[src/rtl/tile_select_sender_if.sv]
// Tile offer handshake between the select-input producer and the game FSM.
// The sender drives the offer; the FSM returns tileAck.
interface tile_select_sender_if;
  logic        tileValid;
  logic [3:0]  tileIdx;
  logic [10:0] tileCode;
  logic        tileAck;

  modport master (output tileValid, output tileIdx, output tileCode, input tileAck);
  modport slave  (input tileValid, input tileIdx, input tileCode, output tileAck);
endinterface

[src/rtl/tile_select_sender.sv]
// Debounced select key + tile switches -> one validated tile offer per press.
// Optional STRICT_ONEHOT_EN: reject presses with more than one switch up.
module tile_select_sender #(
  parameter int unsigned DEBOUNCE_CYCLES = 1000000
) (
  input  logic                         CLOCK_50,
  input  logic                         clear,
  input  logic                         selectKEY,
  input  logic [9:0]                   SW,
  input  logic [9:0]                   pastOn,
  tile_select_sender_if.master         tile_if,
  output logic                         reject,
  output logic                         busy
);

  localparam logic [23:0] DbMax = 24'(DEBOUNCE_CYCLES - 1);

  typedef enum logic [1:0] {StIdle, StCheck, StOffer, StReject} state_e;

  logic        key_meta_q, key_sync_q;
  logic [9:0]  sw_meta_q, sw_sync_q;
  logic        key_db_q, key_db_d, key_db_prev_q;
  logic [23:0] db_cnt_q, db_cnt_d;
  logic        press_q, press_d;
  logic [1:0]  settle_q, settle_d;
  logic        armed_q, armed_d;
  state_e      state_q, state_d;
  logic [3:0]  idx_q, idx_d;
  logic [10:0] code_q, code_d;

  logic [3:0]  low_idx;
  logic        sw_multi;

  function automatic logic [5:0] colour_of(input logic [3:0] i);
    case (i)
      4'd0, 4'd7: colour_of = 6'd1;
      4'd1, 4'd4: colour_of = 6'd2;
      4'd2, 4'd6: colour_of = 6'd3;
      4'd3, 4'd5: colour_of = 6'd4;
      4'd8, 4'd9: colour_of = 6'd5;
      default:    colour_of = 6'd0;
    endcase
  endfunction

  always_ff @(posedge CLOCK_50 or negedge clear) begin
    if (!clear) begin
      key_meta_q    <= 1'b1;
      key_sync_q    <= 1'b1;
      sw_meta_q     <= '0;
      sw_sync_q     <= '0;
      key_db_q      <= 1'b1;
      key_db_prev_q <= 1'b1;
      db_cnt_q      <= '0;
      press_q       <= 1'b0;
      settle_q      <= '0;
      armed_q       <= 1'b0;
      state_q       <= StIdle;
      idx_q         <= '0;
      code_q        <= '0;
    end else begin
      key_meta_q    <= selectKEY;
      key_sync_q    <= key_meta_q;
      sw_meta_q     <= SW;
      sw_sync_q     <= sw_meta_q;
      key_db_q      <= key_db_d;
      key_db_prev_q <= key_db_q;
      db_cnt_q      <= db_cnt_d;
      press_q       <= press_d;
      settle_q      <= settle_d;
      armed_q       <= armed_d;
      state_q       <= state_d;
      idx_q         <= idx_d;
      code_q        <= code_d;
    end
  end

  always_comb begin
    key_db_d = key_db_q;
    db_cnt_d = '0;
    if (key_sync_q != key_db_q) begin
      if (db_cnt_q == DbMax) begin
        key_db_d = ~key_db_q;
      end else begin
        db_cnt_d = db_cnt_q + 24'd1;
      end
    end
  end

  // A key already held through reset must be seen released before it can
  // generate a press; settle_q waits out the synchronizer reset values.
  always_comb begin
    settle_d = {settle_q[0], 1'b1};
    armed_d  = armed_q | (settle_q[1] & key_sync_q & key_db_q);
    press_d  = armed_q & key_db_prev_q & ~key_db_q;
  end

  always_comb begin
    low_idx = '0;
    for (int i = 9; i >= 0; i--) begin
      if (sw_sync_q[i]) low_idx = 4'(i);
    end
    sw_multi = (sw_sync_q & (sw_sync_q - 10'd1)) != '0;
  end

  always_comb begin
    state_d = state_q;
    idx_d   = idx_q;
    code_d  = code_q;
    unique case (state_q)
      StIdle: if (press_q) state_d = StCheck;
      StCheck: begin
        if (sw_sync_q == '0 || pastOn[low_idx]) begin
          state_d = StReject;
`ifdef STRICT_ONEHOT_EN
        end else if (sw_multi) begin
          state_d = StReject;
`endif
        end else begin
          idx_d   = low_idx;
          code_d  = {low_idx[3:2], low_idx[1:0], colour_of(low_idx), 1'b1};
          state_d = StOffer;
        end
      end
      StOffer:  if (tile_if.tileAck) state_d = StIdle;
      StReject: state_d = StIdle;
      default:  state_d = StIdle;
    endcase
  end

  always_comb begin
    tile_if.tileValid = (state_q == StOffer);
    tile_if.tileIdx   = idx_q;
    tile_if.tileCode  = code_q;
    reject            = (state_q == StReject);
    busy              = (state_q != StIdle);
  end

  // sw_multi only feeds the strict-onehot build.
  logic unused_multi;
  assign unused_multi = sw_multi;

endmodule

[src/flat_wrapper.sv]
// flat-port wrapper written by rule: the top's interface ports become plain ports
module tile_select_sender_flat 
#(
  parameter int unsigned DEBOUNCE_CYCLES = 1000000
)
  (CLOCK_50, clear, selectKEY, SW, pastOn, reject, busy, tile_if_tileValid, tile_if_tileIdx, tile_if_tileCode, tile_if_tileAck);
  tile_select_sender_if tile_if_i ();
  input  logic CLOCK_50;
  input  logic clear;
  input  logic selectKEY;
  input  logic [9:0] SW;
  input  logic [9:0] pastOn;
  output logic reject;
  output logic busy;
  output wire logic [$bits(tile_if_i.tileValid)-1:0] tile_if_tileValid;
  output wire logic [$bits(tile_if_i.tileIdx)-1:0] tile_if_tileIdx;
  output wire logic [$bits(tile_if_i.tileCode)-1:0] tile_if_tileCode;
  input wire logic [$bits(tile_if_i.tileAck)-1:0] tile_if_tileAck;
  assign tile_if_tileValid = tile_if_i.tileValid;
  assign tile_if_tileIdx = tile_if_i.tileIdx;
  assign tile_if_tileCode = tile_if_i.tileCode;
  assign tile_if_i.tileAck = tile_if_tileAck;
  tile_select_sender #(.DEBOUNCE_CYCLES(DEBOUNCE_CYCLES)) u_core (.CLOCK_50(CLOCK_50), .clear(clear), .selectKEY(selectKEY), .SW(SW), .pastOn(pastOn), .tile_if(tile_if_i), .reject(reject), .busy(busy));
endmodule
[config.mk]
export PLATFORM = sky130hd
export DESIGN_NAME = tile_select_sender_flat
export DESIGN_NICKNAME = d
export VERILOG_FILES = /design/src/rtl/tile_select_sender_if.sv /design/src/rtl/tile_select_sender.sv /design/src/flat_wrapper.sv
export SDC_FILE = /design/constraint.sdc
export NUM_CORES = 1
export LEC_CHECK = 0
export BUFFER_PORTS_ARGS = -buffer_cell sky130_fd_sc_hd__buf_2
export CAP_MARGIN = 20
export CORE_MARGIN = 2
export CORE_UTILIZATION = 56
export CTS_CLUSTER_SIZE = 8
export DETAILED_ROUTE_END_ITERATION = 10
export GPL_ROUTABILITY_DRIVEN = 0
export PLACE_DENSITY = 0.79
export SYNTH_ARGS = -nofsm -noshare
export SYNTH_HDL_FRONTEND = slang
export SYNTH_SLANG_ARGS = --single-unit
[constraint.sdc]
create_clock -name CLOCK_50 -period 2.7 [get_ports CLOCK_50]
set_input_delay 0.27 -clock CLOCK_50 [delete_from_list [all_inputs] [get_ports CLOCK_50]]
set_output_delay 0.27 -clock CLOCK_50 [all_outputs]
set_load 0.02 [all_outputs]
**After elaboration in Yosys (flattened, before gate mapping)**

Memory sizes are Yosys's and may differ from the RTL's. A register that Yosys moved wholly into a read port is not among the register bits.
Cells that the tools add are included.

- Add/subtract/negate cells: 1
- $lt $le $gt $ge: 1
- Equal/unequal tests: 7
- Multiplexer cells: 18
- Bitwise logic cells: 7
- Reductions and logical operators: 8

Operators by type and width:

| cell | number |
|---|---|
| 2-to-1 mux 24 bit | 2 |
| 2-to-1 mux 4 bit | 10 |
| adder 24 x 1 -> 24 bit, second input constant | 1 |
| equality test 24 x 20 -> 1 bit, second input constant | 1 |
| logical NOT 10 bit | 1 |
| one-hot mux 2 bit (4 select lines) | 1 |
| AND reduction 2 bit | 3 |
| less-than comparator 4 x 5 -> 1 bit, second input constant | 1 |
| AND 1 bit | 4 |
| binary-select mux 1 bit (select 4 bit) | 1 |
| equality test 2 bit, second input constant | 2 |
| 2-to-1 mux 2 bit | 2 |
| inequality test 2 x 1 -> 1 bit, second input constant | 2 |
| equality test 2 x 1 -> 1 bit, second input constant | 1 |
| logical NOT 2 bit | 1 |
| 2-to-1 mux 1 bit | 2 |
| NOT 1 bit | 2 |
| nonzero test 2 bit | 1 |
| logical NOT 1 bit | 1 |
| logical OR 1 bit | 1 |
| inequality test 1 bit | 1 |
| OR 1 bit | 1 |

- Register bits: 69
- Memory bits (read-only): 48
- Input bits: 24
- Word-level logic and storage cells: 56
- Memories kept: 1

Memory list:

| name | words | width | rd ports | clocked after memory_dff | write ports | line | RTL |
|---|---|---|---|---|---|---|---|
| (name not given) | 16 | 3 | 1 | 1 | 0 | tile_select_sender.sv:35 | `case (i)` |

**Logic depth before layout (Yosys ltp)**

- Depth after elaboration: 15
- Mapped depth: 9
- Depth with buffers taken out: 9

**Least setup slack after synthesis**

Ideal clock, no wire load.

- Path kind: register -> register
- From: register u_core.sw_sync_q[3]
- To: register u_core.idx_q[0], in the netlist u_core.tile_if.tileIdx[0]
- Library setup time: 125 ps
- Data arrival time: 2185 ps
- Path slack: 390 ps
- Cell stages (with the launch flop): 8
- Buffers on the path: 0
- Period minus slack after synthesis: 2310 ps
- Cell sequence: dfrtp_1 -> or4b_2 -> a21oi_1 -> mux2i_1 -> a32oi_1 -> o221a_4 -> a21o_4 -> mux2_4

- Longest elaborated chain between the ends: 9
- Elaborated cells on any way between the ends: 10

RTL lines:

| item | line | RTL |
|---|---|---|
| from (decl) | tile_select_sender.sv:21 | `logic [9:0] sw_meta_q, sw_sync_q;` |
| from (signal assigned) | tile_select_sender.sv:64 | `sw_sync_q <= sw_meta_q;` |
| 2-to-1 mux 4 bit (4 in a row) | tile_select_sender.sv:100 | `if (sw_sync_q[i]) low_idx = 4'(i);` |
| binary-select mux 1 bit (select 4 bit) | tile_select_sender.sv:112 | `if (sw_sync_q == '0 \|\| pastOn[low_idx]) begin` |
| 2-to-1 mux 1 bit (not written as such) | tile_select_sender.sv:112 |  |
| logical OR 1 bit | tile_select_sender.sv:112 |  |
| NOT 1 bit (no line) | - |  |
| AND reduction 2 bit (no line) | - |  |
| to (signal assigned) | tile_select_sender.sv:72 | `idx_q <= idx_d;` |
| to (decl) | tile_select_sender.sv:28 | `logic [3:0] idx_q, idx_d;` |

Parallel ways exist; a longest one is shown, timed or not. The select of a mux whose other input is x is not followed.
A chain may end at the register's enable or synchronous reset.

**Worst setup path after layout**

- From: register u_core.sw_sync_q[3]
- To: register u_core.idx_q[1], in the netlist u_core.tile_if.tileIdx[1]

The elaborated chain is that of the path after synthesis.

==> impl_metrics.toml <==
[worst_setup_path]
critPathSlowestCell = "or4_4"
crit_path_start_kind = "register"
critPathCaptureType = "register"
worstPathRequired_ps = 2920
path_class = "register to register"
critical_path.cell_chain = "or4_4, nor2_1, a211oi_1, a32oi_1, o221a_4, a21o_4, mux2_4"
max_stage_delay_ps = 580
crit_fanout = 9
arrival_ps = 2730

[route]
drtIter0Drc = 82
vias = 1931
antenna_left = 0
drtPass1Iterations = 4
vias_per_cell = 5.26
wire_per_inst_um = 12.8
routed_wl_mm = 4.69
drc = 0

[global_routing]
grt_max_degree = 33
grt_util_all_layers = 0.199
grt_pass1_wl_mm = 7.98
antenna_found_initial = 0
grt_pass1_vias = 1815
grt-ovfl-total = 0

[clocking]
clk_pin_slew_ps = 60
hold_buffers = 1
clock_latency_ps = 330
cts.path.max_buffers = 2
root_buffer = "clkbuf_8"
h-tree-depth = 3
cts_buffers = 9
cts_resized = 0
postCtsSetupBuffers = 0
cts_tree = "yes"
cts_sinks = 62

[power]
p_total_uw = 1780
p_leak_uw = 0.00153
p_per_area_mw_per_mm2 = 560
max-vdd-ir-drop_mv = 0.432

[sta]
finalSetupViolCount = 0
slew_violations = 0
fmax_ghz = 0.398
rsz0062_at_grt = "no"
hold_viol = 0
period_minus_slack_ps = 2510
max_slew_margin = 0.568
min_period_over_period = 0.930
tightest_slew_ps = 648
skew_ps = 5.63
tns_ps = 0

[yosys]
synth_area_leaders = "dfrtp_1 (53%), nor2_1 (4.6%), dfstp_2 (3.8%)"
syn_avg_cell_area_um2 = 11.1
syn_inst = 249
synth_enable_flop_cells = 0
synth_top_area_share = 0.526
yosysWarnings = 0
synth_seq_cells = 62
ys_types = 48
synth_seq_area_share = 0.564
synth.cell_area_mm2 = 0.00276
synth_top_area_cell = "dfrtp_1"
synth_ff_type = "dfrtp_1"
synth-async-reset-ratio = 1.00

[layout]
nFillCells = 367
multi_input_area_mm2 = 0.00111
diodes = 0
area_growth_pct = 15.5
seq_area_mm2 = 0.00156
final_nets = 322
drive_gt1_frac = 0.250

[run_status]
status = "finished, final reports clean"

[floorplanning]
num_rows = 25
die_h_um = 74.2
die_w_um = 74.2
core_area_mm2 = 0.00472
num_io_pins = 42
dieArea_mm2 = 0.00550
initial_utilization = 0.584

[flow_run]
cap_violations = 0

[place]
dp_hpwl_mm = 3.36
port_buffers = 38

[worst_hold_path]
min_path_type = "input pin to register"
-- power breakdown --
| group | internal [uW] | switching, uW |
|---|---|---|
| clock | 381 | 316 |
| combinational | 46.7 | 65.7 |
| sequential | 955 | 19.5 |
-- critical path: cells and delay by family, from the launching register on --
kind            cells  cell delay, ps
simple gates        2             860
compound gates      4             770
flops               1             460
mux                 1             300
-- logic make-up after synthesis --
family | share of synthesized area
AOI/OAI and AO/OA | 0.0957
buffers and inverters | 0.0363
other | 0.00272
adders and majority gates | 0.0136
and+or+nand+nor | 0.190
muxes | 0.0340
DFF | 0.564
xor gates and xnor gates | 0.0635
-- metrics by stage --
stage	setup slack [ps]	cells	utilization	instance area [um^2]	hold WS [ps]
floorplan	390	251	-	2770	-25.6
global placement	298	350	0.636	3000	331
detailed placement	222	350	0.636	3000	336
CTS	212	367	0.674	3190	26.4
global route	57.2	367	0.674	3190	12.3
finish	189	367	0.674	3190	40.1
-- registers in the layout, indices dropped and copies added (netlist names), 2 cells and up --
register / cells
u_core.db_cnt_q: 24
u_core.sw_meta_q: 10
u_core.sw_sync_q: 10
u_core.tile_if.tileCode: 5
u_core.tile_if.tileIdx: 3
u_core.settle_q: 2
u_core.state_q: 2
-- cell type report --
class / count / area share
Multi-Input combinational cell: 170 / 0.348
Clock inverter: 2 / 0.00314
Clock buffer: 14 / 0.0511
Inverter: 9 / 0.0106
Sequential cell: 62 / 0.489
Tap cell: 67 / 0.0263
Timing Repair Buffer: 43 / 0.0723
-- cells in the final DEF, fill, tap and decap left out, drive strengths merged, types with 2 or more instances in the layout --
cell / instances
dfrtp: 58
buf: 42
nor2: 34
clkbuf: 14
nand2: 13
a21oi: 11
and3: 11
xor2: 10
xnor2: 10
inv: 9
nand3: 9
o21ai: 9
nand2b: 6
or4b: 5
mux2: 5
and2: 4
conb: 4
dfstp: 4
or3: 3
nor4b: 3
nor4: 3
mux2i: 3
ha: 3
nand4: 2
a211oi: 2
clkinv: 2
or2: 2
a21o: 2
-- final timing paths --
kind / depth (start not counted) / from / endpoint / slack (ps)
max: 7 / u_core.sw_sync_q[3]$_DFF_PN0_ / u_core.tile_if.tileIdx[1]$_DFFE_PN0P_ / 190
min: 1 / selectKEY / u_core.key_meta_q$_DFF_PN1_ / 40
max reg2reg: 7 / u_core.sw_sync_q[3]$_DFF_PN0_ / u_core.tile_if.tileIdx[1]$_DFFE_PN0P_ / 190
min reg2reg: 0 / u_core.sw_meta_q[0]$_DFF_PN0_ / u_core.sw_sync_q[0]$_DFF_PN0_ / 350
max in group asynchronous: 3 / clear / u_core.key_meta_q$_DFF_PN1_ / 1470
min in group asynchronous: 2 / clear / u_core.sw_meta_q[1]$_DFF_PN0_ / 500
-- cells in the mapped netlist, types with 2 or more instances --
library cell / n
xor2_1: 10
nand3_1: 9
nand2_1: 13
nand2b_1: 6
nor4_1: 3
buf_4: 7
o21ai_0: 8
and3_1: 11
inv_1: 9
conb_1: 2
dfrtp_1: 58
nand4_1: 2
a21oi_1: 11
dfstp_2: 4
mux2i_1: 3
or3_1: 3
mux2_2: 3
mux2_4: 2
a211oi_1: 2
or4b_2: 5
and2_1: 4
buf_2: 2
nor2_1: 34
nor4b_1: 3
xnor2_1: 10
ha_1: 3
-- routing by layer --
metal,vias up,routed length (um),track usage,share of wire
met2,48,2170,0.298,0.46
met5,-,0,0,0
met3,15,212,0.0664,0.045
met1,922,2180,0.255,0.47
met4,0,128,0.111,0.027
li1,946,-,-,-
Power figures use the tool's default switching activity.
